<file path="config.mk">
export PLATFORM = sky130hd
export DESIGN_NAME = rs_syndrome
export DESIGN_NICKNAME = d
export VERILOG_FILES = /design/src/rtl/rs_syndrome.sv
export SDC_FILE = /design/constraint.sdc
export NUM_CORES = 1
export LEC_CHECK = 0
export ABC_AREA = 1
export CORE_MARGIN = 10
export CORE_UTILIZATION = 63
export DETAILED_ROUTE_END_ITERATION = 16
export GPL_TIMING_DRIVEN = 0
export PLACE_DENSITY = 0.95
export REMOVE_ABC_BUFFERS = 1
export SLEW_MARGIN = 20
export SYNTH_ARGS = -nofsm -noshare
export SYNTH_HDL_FRONTEND = slang
export SYNTH_SLANG_ARGS = --single-unit
export TNS_END_PERCENT = 50
</file>
<file path="constraint.sdc">
create_clock -name clk -period 6.6 [get_ports clk]
set_input_delay 0.66 -clock clk [delete_from_list [all_inputs] [get_ports clk]]
set_output_delay 0.66 -clock clk [all_outputs]
set_load 0.005 [all_outputs]
</file>
<file path="src/rtl/rs_syndrome.sv">
// Streaming Reed-Solomon syndrome generator over GF(2^8) (poly 0x11D, alpha = 0x02).
// Accumulates S_j = r(alpha^j), j = 0..2T-1, in Horner form at one symbol per cycle.
module rs_syndrome #(
    parameter int N = 255,
    parameter int T = 8
) (
    input  logic            clk,
    input  logic            reset_n,
    input  logic            in_valid,
    output logic            in_ready,
    input  logic [7:0]      in_data,
    input  logic            in_last,
    output logic            synd_valid,
    input  logic            synd_ready,
    output logic [16*T-1:0] synd,
    output logic            err_flag,
    output logic            len_err
);
    localparam int         NS    = 2 * T;
    localparam logic [7:0] N_CNT = 8'(N);

    typedef enum logic [1:0] {
        ST_IDLE  = 2'd0,
        ST_ACCUM = 2'd1,
        ST_HOLD  = 2'd2
    } state_e;

    function automatic logic [7:0] gf_mul_alpha(input logic [7:0] x);
        return {x[6:0], 1'b0} ^ (x[7] ? 8'h1D : 8'h00);
    endfunction

    // pw is an elaboration-time constant at every call site, so this unrolls to a pure XOR network
    function automatic logic [7:0] gf_mul_alpha_pow(input logic [7:0] x, input int pw);
        logic [7:0] acc;
        acc = x;
        for (int k = 0; k < NS; k++) begin
            if (k < pw) begin
                acc = gf_mul_alpha(acc);
            end else begin
                acc = acc;
            end
        end
        return acc;
    endfunction

    state_e             state_q;
    state_e             state_d;
    logic               rst_sync_q;
    logic [7:0]         cnt_q;
    logic [7:0]         cnt_d;
    logic [NS-1:0][7:0] synd_q;
    logic [NS-1:0][7:0] synd_d;
    logic               err_q;
    logic               err_d;
    logic               len_q;
    logic               len_d;

    logic [NS-1:0][7:0] horner_s;
    logic [7:0]         cnt_next_s;
    logic               accept_s;
    logic               handshake_s;
    logic               at_n_s;
    logic               frame_end_s;

    // Reset-release synchronizer: acceptance is gated until the first clk edge after reset_n rises
    always_ff @(posedge clk or negedge reset_n) begin
        if (!reset_n) begin
            rst_sync_q <= 1'b0;
        end else begin
            rst_sync_q <= 1'b1;
        end
    end

    assign in_ready    = rst_sync_q & (state_q != ST_HOLD);
    assign synd_valid  = (state_q == ST_HOLD);
    assign accept_s    = in_valid & in_ready;
    assign handshake_s = synd_valid & synd_ready;
    assign cnt_next_s  = (state_q == ST_IDLE) ? 8'd1 : (cnt_q + 8'd1);
    assign at_n_s      = (cnt_next_s == N_CNT);
    assign frame_end_s = accept_s & (in_last | at_n_s);

    for (genvar j = 0; j < NS; j++) begin : g_horner
        assign horner_s[j] = gf_mul_alpha_pow(synd_q[j], j) ^ in_data;
    end

    // Next-state logic; a framing error is exactly one of (in_last, count hit N) on the final symbol
    always_comb begin
        state_d = state_q;
        cnt_d   = cnt_q;
        synd_d  = synd_q;
        len_d   = len_q;
        case (state_q)
            ST_IDLE, ST_ACCUM: begin
                if (accept_s) begin
                    cnt_d   = cnt_next_s;
                    synd_d  = (state_q == ST_IDLE) ? {NS{in_data}} : horner_s;
                    len_d   = frame_end_s ? (in_last ^ at_n_s) : 1'b0;
                    state_d = frame_end_s ? ST_HOLD : ST_ACCUM;
                end else begin
                    state_d = state_q;
                end
            end
            ST_HOLD: begin
                if (handshake_s) begin
                    state_d = ST_IDLE;
                end else begin
                    state_d = ST_HOLD;
                end
            end
            default: begin
                state_d = ST_IDLE;
            end
        endcase
        err_d = |synd_d;
    end

    // State and datapath registers
    always_ff @(posedge clk or negedge reset_n) begin
        if (!reset_n) begin
            state_q <= ST_IDLE;
            cnt_q   <= 8'd0;
            synd_q  <= '0;
            err_q   <= 1'b0;
            len_q   <= 1'b0;
        end else begin
            state_q <= state_d;
            cnt_q   <= cnt_d;
            synd_q  <= synd_d;
            err_q   <= err_d;
            len_q   <= len_d;
        end
    end

    assign synd     = synd_q;
    assign err_flag = err_q;
    assign len_err  = len_q;

endmodule
</file>
==> results of run 1 <==
==> cell families after synthesis <==
group / after synthesis
AND/OR/NAND/NOR: 1425
buffers and inverters: 377
flip-flops: 141
XOR/XNOR: 108
AO/OA/AOI/OAI: 89
adder cells (fa/ha/maj): 2
other: 1
==> flip-flops by register name (all words and copies together) (netlist names) <==
| name | count |
|---|---|
| cnt_q | 8 |
| err_flag | 1 |
| len_err | 1 |
| rst_sync_q | 1 |
| state_q | 2 |
| synd | 128 |
==> critical path, cell delays in order <==
cell and delay (ns):
clkdlybuf4s50_1 0.61, nand4_4 0.40, buf_12 0.34, buf_12 0.21, buf_12 0.19, inv_4 0.57
o21ai_0 0.29, nor2_1 0.14, nand2_1 0.08, nor2_1 0.17, nand2_1 0.10, nor3_2 0.14
nand4_1 0.21, nor2_1 0.24, nand3_1 0.12, nor2_1 0.14, nand2_1 0.08
==> placed cells by master, fill, tap and decap left out, types with 10 or more instances in the layout <==
| cell | n |
|---|---|
| clkdlybuf4s50_1 | 143 |
| inv_1 | 294 |
| dfrtp_1 | 141 |
| nand2_2 | 10 |
| a21oi_1 | 17 |
| xor2_1 | 65 |
| nand2_1 | 944 |
| clkbuf_16 | 17 |
| o21ai_0 | 46 |
| nand3_1 | 269 |
| xnor2_1 | 41 |
| nor2_1 | 98 |
| nand4_1 | 54 |
==> report_power, final <==
| group | switching, W | internal [W] |
|---|---|---|
| logic | 0.00396 | 0.00247 |
| clock network | 0.000435 | 0.000570 |
| registers | 0.000659 | 0.00122 |
| total | 0.00505 | 0.00426 |
==> through the flow <==
stage                     cell area, um^2  setup TNS, ns  util [%]  total power (W)  cells
final                               14800              0      75.2          0.00931   2513
after floorplan                     12200              0         -          0.00618   2065
after global placement              14000        -136.85      71.2          0.00786   2474
after global routing                14800              0      75.2           0.0102   2513
after CTS                           14800              0      75.2          0.00917   2513
after detailed placement            14200              0      72.1          0.00811   2481
==> layer usage <==
metal  vias to the layer above  share of wire [%]  track usage (%)
met4                         0                4.8             15.5
met2                       871                 46             51.1
met5                         -                  0                0
met1                      6575                 38             38.4
met3                       185                 12             6.83
li1                       6819                  -                -
==> synth_stat cells, types with 8 or more instances <==
cell type  instances
a21boi_0           8
a21oi_1           17
buf_2             41
buf_4             18
clkbuf_1           8
dfrtp_1          141
inv_1            294
nand2_1          945
nand2_2           10
nand3_1          269
nand4_1           54
nor2_1           101
nor2_4             8
o21ai_0           46
or2_2              9
xnor2_1           41
xor2_1            65
==> area by class of cell <==
type,instances,area (um^2)
Multi-Input combinational cell,1625,7590
Fill cell,1564,4870
Clock buffer,17,425
Sequential cell,141,3530
Tap cell,265,332
Inverter,299,1120
Clock inverter,15,178
Timing Repair Buffer,151,1600
==> final timing paths <==
path | from | endpoint | slack (ns) | cells past startpoint
min in group clk | len_err$_DFFE_PN0P_ | len_err$_DFFE_PN0P_ | 0.49 | 2
max | in_valid | err_flag$_DFF_PN0_ | 2.13 | 17
min reg2reg | len_err$_DFFE_PN0P_ | len_err$_DFFE_PN0P_ | 0.49 | 2
max reg2reg | state_q[0]$_DFFE_PN0P_ | err_flag$_DFF_PN0_ | 2.35 | 18
max in group asynchronous | reset_n | cnt_q[3]$_DFFE_PN0P_ | 5.62 | 2
min | reset_n | synd[87]$_DFF_PN0_ | 0.23 | 1
==> results.cfg, run 1 <==
[outcome]
status = finished, final reports clean

[routing]
ant_nets = 0
routed_wl_mm = 42.3
wl_per_cell_um = 16.8
via_count = 14500
vias_per_cell = 5.75
post-route-drc-count = 0
drt_iter0_drc = 1871
dr.pass1.iters = 7

[yosys]
synthAdderAreaFrac_pct = 0.197
synth-seq-area-share_pct = 27.8
synth.top_cells.by_area = nand2_1 28%, dfrtp_1 28%, nand3_1 11%, inv_1 8.7%, xor2_1 4.5%
synthSimpleGateAreaFrac_pct = 47.9
synth_edf_count = 0
yosys_warnings = 0
muxShareOfSynthArea_pct = 0
avgSynthCellArea_um2 = 5.92
yosys.area.top_type = nand2_1
synth_area_um2 = 12700
yosysUniqueCellTypes = 44
synth_xor_area_share_pct = 7.57
ys_ff_latch = 141
synth_ff_type = dfrtp_1
synth_top_family_by_area = simple AND/OR/NAND/NOR gates
syn-instance-count = 2143
synth_compound_area_share_pct = 3.96
synthArstFlopShare_pct = 100
yosysTopAreaCellShare_pct = 27.9

[global_route]
track_usage_pct = 31.3
antenna_found_initial = 0
grt_pass1_wl_mm = 67.3
grt_max_degree = 81
gr-total-overflow = 0
grt_pass1_vias = 13400

[clock_network]
cts-root-buf = clkbuf_16
cts_tree = yes
path_clk_slew_ns = 0.06
cts_buffers = 17
cts_hold_buffers = 0
cts_setup_buffers = 0
cts_max_level = 4
cts_sinks = 141
post_cts_resized = 0
clock_path_buffers = 2
clk_latency_ns = 0.44

[timing]
setup_slack_ns = 2.13
rsz0062_at_grt = no
tightest_slew_ns = 0.999
finalSetupViolCount = 0
fmax_ghz = 0.224
slew_headroom_pct = 33.3
finalHoldViolCount = 0
period_needed_ns = 4.47
post-route-period-util_pct = 67.7
drv_slew = 0
finClkSkew_ns = 0.0125
holdWs_ns = 0.228

[final_layout]
area_delta_synth_final_pct = 16.4
drive_above_1_share_pct = 4.05
fin_nets = 2250
n_antenna_cell = 0

[place]
post-place-ws_ns = 1.88
port_buffers = 144
place_congestion = 0.985
dp_hpwl_mm = 30.5

[floorplan]
core_area_um2 = 19700
initial_utilization_pct = 64.6
die_h_um = 162
ioPinCount = 145
dieArea_um2 = 26200
rows = 51
fp.dieW_um = 162

[min_path]
hold_class = in2async

[pwr]
p_leak_nw = 7.99
ir_drop_mv = 0.283
pwr_density_cell_nw_per_um2 = 630

[setup_path]
critPathCaptureType = flip-flop
worst-setup-path-type = in2reg
worst_setup_path_start_kind = primary input
critPathMaxFanout = 66
arrival_ns = 4.79
required_ns = 6.92

[flow_run]
cap_violations = 0
Power figures use the tool's default switching activity.
==> run 2, diff against run 1 <==
--- a/config.mk
+++ b/config.mk
@@ -7,10 +7,10 @@
 export LEC_CHECK = 0
 export ABC_AREA = 1
 export CORE_MARGIN = 10
-export CORE_UTILIZATION = 63
+export CORE_UTILIZATION = 53
 export DETAILED_ROUTE_END_ITERATION = 16
 export GPL_TIMING_DRIVEN = 0
-export PLACE_DENSITY = 0.95
+export PLACE_DENSITY = 0.86
 export REMOVE_ABC_BUFFERS = 1
 export SLEW_MARGIN = 20
 export SYNTH_ARGS = -nofsm -noshare
==> constraint.sdc (replaced) <==
create_clock -name clk -period 3.6 [get_ports clk]
set_input_delay 0.36 -clock clk [delete_from_list [all_inputs] [get_ports clk]]
set_output_delay 0.36 -clock clk [all_outputs]
set_load 0.005 [all_outputs]
==> results.cfg, run 2 (synthesis results as in run 1) <==
[outcome]
status = finished, final reports clean

[timing]
holdWs_ns = 0.440
tightest_slew_ns = 0.901
period_needed_ns = 3.48
post-route-period-util_pct = 96.7
finalSetupViolCount = 0
finalHoldViolCount = 0
slew_headroom_pct = 39.9
fmax_ghz = 0.287
rsz0062_at_grt = no
finClkSkew_ns = 0.0129
drv_slew = 0

[place]
place_congestion = 0.926
dp.cells = 2535
port_buffers = 144
dp_hpwl_mm = 30.1

[flow_run]
cap_violations = 0

[setup_path]
arrival_ns = 3.78
reg2reg_depth = 14
crit_path_max_incr_delay_ns = 0.82
critPathCaptureType = flip-flop
worst-setup-path-type = in2reg
worst_setup_path_start_kind = primary input
crit_slowest_cell = clkdlybuf4s50_1
critPathMaxFanout = 11
required_ns = 3.90
cp_common_cell = nand3_1
crit_chain = clkdlybuf4s50_1 > inv_1 > nor2_2 > nand3_1 > nand3_1 > nand4_1 > nor3_2 > nand4_1 > nor2_1 > nand3_1 > nor2_1 > nand2_1

[final_layout]
n_antenna_cell = 0
stdcell_count = 2570
drive_above_1_share_pct = 4.18
largest_reg_flops = 128
fin_nets = 2253
final_util_pct = 63.3
area_delta_synth_final_pct = 17.4
final_common_cell = nand2_1
final_cell_mix = 944 x nand2_1, 293 x inv_1, 269 x nand3_1

[routing]
wl_per_cell_um = 16.6
post-route-drc-count = 0
ant_nets = 0
vias_per_cell = 5.62
via_count = 14400
routed_wl_mm = 42.6
dr.pass1.iters = 8
drt_iter0_drc = 1871

[global_route]
grt-busiest-layer = met2
grt_pass1_wl_mm = 67.7
grt_use_met1_pct = 33.2
gr-usage-met3_pct = 5.54
gr-total-overflow = 0
track_usage_pct = 27.2
globalRouteMet2Util_pct = 44.3
antenna_found_initial = 0
grt_pass1_vias = 13300
grt_max_degree = 84

[clock_network]
cts_tree = yes
clock_path_buffers = 2
path_clk_slew_ns = 0.07
cts_sinks = 141
cts_buffers = 17
cts-root-buf = clkbuf_16
clk_latency_ns = 0.44
cts_max_level = 4

[floorplan]
rows = 56
die_h_um = 175
dieArea_um2 = 30500
core_area_um2 = 23500
ioPinCount = 145
initial_utilization_pct = 53.9
fp.dieW_um = 175

[min_path]
hold_class = in2async

[pwr]
ir_drop_mv = 0.503
p_leak_nw = 8.01
pwr_density_cell_nw_per_um2 = 1140
run 2: changes by cell type in the layout (fill, tap and decap cells not counted), sizes merged:
cell and change:
dlygate4sd3 +1, clkinv -1, inv +1, bufinv -1, clkbuf +1, buf +1
nand4 +1
run 2: metal layers:
metal  wire length [um]  vias to the layer above
li1                   -                     6835
met1              16500                     6592
met2              19700                      860
met3               4460                      147
met4               1890                        0
met5                  0                        -
run 2: area by class of cell:
type                    count  area [um^2]
inverters                 299         1140
clock buffers              18          439
fillers                  2163         8650
multi-input cells        1626         7610
flip-flops and latches    141         3530
repair buffers            153         1630
well taps                 319          399
clock inverters            14          150
run 2: where the power goes:
group          leakage, nW  internal, W  switching (W)
combinational         6.11      0.00453        0.00720
sequential            1.61      0.00224        0.00120
clock                0.288      0.00100       0.000815
total                 8.01      0.00778        0.00921
run 2: critical path: cells and delay by family:
kind                   cells  cell delay (ns)
and+or+nand+nor           10             2.26
buffers and inverters      2             1.14
run 2: per-stage QoR:
step / setup slack [ns] / setup TNS (ns) / cell area, um^2 / total power (W)
2_1_floorplan: -0.961 / -21.63 / 12200 / 0.0113
3_3_place_gp: -3.82 / -767.37 / 14100 / 0.0144
3_5_place_dp: -0.877 / -1.02 / 14300 / 0.0148
4_1_cts: 0.237 / 0 / 14900 / 0.0168
5_1_grt: 0.00593 / 0 / 14900 / 0.0187
6_report: 0.119 / 0 / 14900 / 0.0170
run 2: path summary, 6_finish.rpt:
path                       slack, ns                  end                   start
setup / recovery                0.12   err_flag$_DFF_PN0_              in_data[0]
hold reg to reg                 0.48  len_err$_DFFE_PN0P_     len_err$_DFFE_PN0P_
max in group asynchronous       2.37  synd[114]$_DFF_PN0_                 reset_n
setup reg to reg                0.16   err_flag$_DFF_PN0_  state_q[0]$_DFFE_PN0P_
min in group clk                0.48  len_err$_DFFE_PN0P_     len_err$_DFFE_PN0P_
hold / removal                  0.44   synd[62]$_DFF_PN0_                 reset_n
run 2: timing repair:
action	4_1_cts	5_1_grt
setup buffers	1	0
hold endpoints to repair	58	0
endpoints found under the setup margin	1	1
hold buffers	1	0
gates cloned	1	0
resized for setup	3	4
==> RTL edit 1: new RTL, flow settings as in run 2 <==
Encoding of `state_e`: now one-hot (3 bits for 3 states).
--- a/src/rtl/rs_syndrome.sv
+++ b/src/rtl/rs_syndrome.sv
@@ -20,8 +20,8 @@
     localparam logic [7:0] N_CNT = 8'(N);
 
-    typedef enum logic [1:0] {
-        ST_IDLE  = 2'd0,
-        ST_ACCUM = 2'd1,
-        ST_HOLD  = 2'd2
+    typedef enum logic [2:0] {
+        ST_IDLE  = 3'b001,
+        ST_ACCUM = 3'b010,
+        ST_HOLD  = 3'b100
     } state_e;
 
Formal check against the unedited RTL: same outputs for any inputs over 4 cycles, from zero or initial values and one cycle with reset_n low; so few cycles prove little.
==> RTL edit 1 against run 2 <==
- the run now ends with setup timing left
- largest power group unchanged
- total power grew 14%
- register-to-register slack improved by 0.03 ns
- synthesized cell count increased by 9.8%
- design area increased by 6.4%
- wire length is 9.6% higher
- maximum frequency down 4.0%
- utilization rose by 1.9 points
- worst setup slack worse by 0.15 ns
- sequential share of layout area shrank 1.3 points
- critical endpoint unchanged
- die area is 3.0% higher
- global-route usage is 1.5 points higher
- sequential cell count increased by 1
- synthesized area rose by 3.4%
==> RTL edit 1: results (changes against run 2) <==
DR WL met2=21.0 mm (+6.2%); length of routed met3 wiring=5.73 mm (+28%); ranking of synthesized cells by area=nand2_1 32%, dfrtp_1 27%, nand3_1 11%; fin nets=2,489 (+10%); final core area utilization=0.652 (+0.0192); sequential share of the synthesized area=0.271 (-0.00704); Setup Skew=0.0136 ns (+0.000656 ns); CP arrival=3.92 ns (+0.14 ns); failing checks=setup timing; syn avg cell area=5.57 sq um (-5.9%); Logic pwr share=0.711 (+0.021); vias per cell=5.56 (-1.1%); delay of the slowest cell on the worst path=1.12 ns (+0.30 ns); number of global-route vias before repair=14,600 (+9.2%); post-synthesis compound-gate area fraction=0.0253 (-0.0144); peak supply drop=0.599 mV (+19%); met2 Resource Use GR=0.464 (+0.0202); TNS Setup=-0.0279 ns (-0.0279 ns); dpl hpwl=31.8 mm (+5.5%); Fillers=2,195 (+1.5%); switching share of power=0.549 (+0.00709); R2R Setup Slk=0.19 ns (+0.03 ns); Final Wtd Congestion=0.981 (+5.9%); Place WS=-1.10 ns (-0.223 ns); status=finished, violations left; placed cell areas=14,800 sq um (+4.1%); inverter count=322 (+7.7%); Register-to-Register Path Depth=21 (+7); M1 GR Usage=0.346 (+0.0140); final setup fails=1 (+1); DRT met1 WL=17.8 mm (+7.9%); layout cells sized above 1=0.0406 (-0.00115); FF+latch area=3550 sq um (+0.74%); worst-margin pin slew=1.19 ns (+0.292 ns); final worst setup slack=-0.0279 ns (-0.147 ns); FFs & Latches=142 (+0.71%); R2R Path Start=state_q[2]; GRT Resource Usage Total=0.287 (+0.0155); #MultiIn Comb=1,811 (+11%); DR WL/cell=16.6 um (+0.16%)
-- RTL edit 1: worst register-to-register path, delay by kind of cell (launching register included) --
kind	cells	cell delay, ns
and+or+nand+nor	16	1.87
buffers and inverters	5	1.01
DFF	1	0.41
-- RTL edit 1: what timing repair did --
| item | in CTS | in global routing |
|---|---|---|
| gates cloned | 3 | 1 |
| pin swaps | 7 | 2 |
| hold buffers | 1 | 0 |
| buffers inserted | 19 | 6 |
| gates resized for setup | 18 | 8 |
| endpoints found under the hold margin | 46 | 0 |
| endpoints found under the setup margin | 18 | 1 |
-- RTL edit 1: how the worst max path moves through the flow --
stage | to | startpoint
after CTS | err_flag | state_q[2]
after global placement | err_flag | state_q[0]
after detailed placement | err_flag | state_q[0]
final | err_flag | in_data[5]
after global routing | err_flag | in_data[5]
after floorplan | err_flag | state_q[0]
==> RTL edit 2: new RTL, settings of run 2 <==
Without the edit above. The parameter `T` goes from 8 to 12.
--- a/src/rtl/rs_syndrome.sv
+++ b/src/rtl/rs_syndrome.sv
@@ -3,5 +3,5 @@
 module rs_syndrome #(
     parameter int N = 255,
-    parameter int T = 8
+    parameter int T = 12
 ) (
     input  logic            clk,
Ports: changed (resized synd); port bits go from 145 to 209. No check against the original RTL was run, so the function may have changed too.
==> RTL edit 2 against run 2 <==
- synthesized area grew 66%
- wire length grew 86%
- worst setup slack lost 0.050 ns
- first-iteration DRC count grew 58%
- worst hold slack lost 0.10 ns
- sequential cell count grew 64
- design area grew 70%
- critical path depth grew 12
- die area grew 58%
- largest cell class unchanged
- count of clock-buffer cells in the layout grew 13
- via count grew 75%
Power is not shown: default switching activity piles up to over one toggle a cycle in this logic, so the estimate is an artifact.
==> RTL edit 2: results (changes against run 2) <==
sequential share of the synthesized area=0.243 (-0.0346); Setup Skew=0.0276 ns (+0.0147 ns); delay of the slowest cell on the worst path=0.45 ns (-0.37 ns); Fillers=3,473 (+61%); Final Wtd Congestion=0.968 (+4.5%); Worst path slowest cell=dfrtp_2; largest net degree at the start of global routing=75 (-11%); Top Family by Delay on Critical Path=simple AND/OR/NAND/NOR gates; number of global-route vias before repair=22,300 (+67%); layout cells sized above 1=0.0550 (+0.0132); worst-margin pin slew=0.949 ns (+0.0478 ns); H-tree Lvls=1 (-3); CTS root buffer=clkbuf_16; max-cap violations=0 (unchanged); CP arrival=3.93 ns (+0.15 ns); CTS buffer count=25 (+8); vias per cell=5.64 (+0.45%); number of flip-flops in the largest register=192 (+50%); initial antenna violation count=1 (+1); DR pass1 iterations=7 (-1); placed cell areas=23,600 sq um (+66%); Iter 0 DRT Violations=2,965 (+58%); clk_lat worst skew=0.54 ns (+0.10 ns); Netlist cell types=39 (-11%); critical path peak fanout=15 (+4); global-route wire length before repair=119 mm (+75%); dpl cells=4,362 (+72%); HP Class=input port to async pin; status=finished clean; ranking of synthesized cells by area=nand2_1 31%, dfrtp_1 24%, nand3_1 13%; synthesized instance count=3,751 (+75%); Routed WL=79.1 mm (+86%); Reg clk slew, reported paths=0.07 ns (about the same); Port Buffers=208 (+44%); Post-synth top flop=dfrtp_1; dpl hpwl=52.6 mm (+75%); YS warnings=0 (unchanged); Post-synth top cells=1,740 x nand2_1, 549 x nand3_1, 418 x inv_1; asr flop ratio synth=1.00 (unchanged); Clock Tree Buf Depth=3 (+1); Register-to-Register Path Depth=24 (+10); GRT Resource Usage Total=0.306 (+0.0341); Via Count=25,300 (+75%); fin nets=3,963 (+76%)
## RTL edit 2: changes by cell type after synthesis, moves of 30 or more
cell and delta:
nand3_1 +280, inv_1 +124, nor2_1 +119, dfrtp_1 +64
nand2_1 +795, xor2_1 +64, clkbuf_1 +30, xnor2_1 +40
## RTL edit 2: area by class of cell
cell class	instances	area, sq um	area share
antenna	1	2.50	0.0000988
clock buffer	31	678	0.0268
clock inverter	13	150	0.00593
inverter	435	1670	0.0658
multi-input combinational	2985	13800	0.546
sequential	205	5130	0.203
tap	518	648	0.0256
timing repair buffer	296	3230	0.127
## RTL edit 2: timing repair
item	in CTS	in global routing
endpoints found under the hold margin	58	0
hold buffers	1	0
setup endpoints to repair	8	1
setup buffers	43	24
cloned	4	6
pin swaps	15	8
gates resized for setup	12	23
## RTL edit 2: per-stage QoR
stage | utilization | setup WS, ns
2_1_floorplan | - | -2.63
3_3_place_gp | 0.594 | -6.64
3_5_place_dp | 0.605 | -1.36
4_1_cts | 0.639 | 0.0120
5_1_grt | 0.650 | -0.123
6_report | 0.650 | 0.0685
## RTL edit 2: kinds of logic (layout without fill, tap and decap cells)
family / Yosys count / in the layout / synth area share
simple gates: 2654 / 2657 / 0.526
buf+inv: 564 / 775 / 0.107
xor+xnor: 219 / 219 / 0.0954
flops: 205 / 205 / 0.243
compound gates: 106 / 106 / 0.0275
fa+ha+maj: 2 / 2 / 0.00119
other cells: 1 / 2 / 0.000178
## RTL edit 2: path summary, 6_finish.rpt
path                                 start         end  slack (ns)
max in group asynchronous          reset_n   synd[156]        2.12
worst min-delay path               reset_n    synd[42]        0.34
worst max register to register  state_q[0]    err_flag        0.07
worst max-delay path            state_q[0]    err_flag        0.07
worst min register to register    cnt_q[3]    cnt_q[3]        0.53
min in group clk                synd_ready  state_q[1]        0.39
## RTL edit 2: layer usage
layer	GRT usage	wire, um	share of wire
met2	0.466	33600	0.43
met5	0	0	0
met1	0.386	29400	0.37
met4	0.179	5480	0.069
met3	0.0763	10600	0.13
## RTL edit 2: worst register-to-register path: cells and delay by family (launching register included)
kind,cells,cell delay (ns)
buf+inv,5,0.85
flops,1,0.45
simple gates,19,2.08
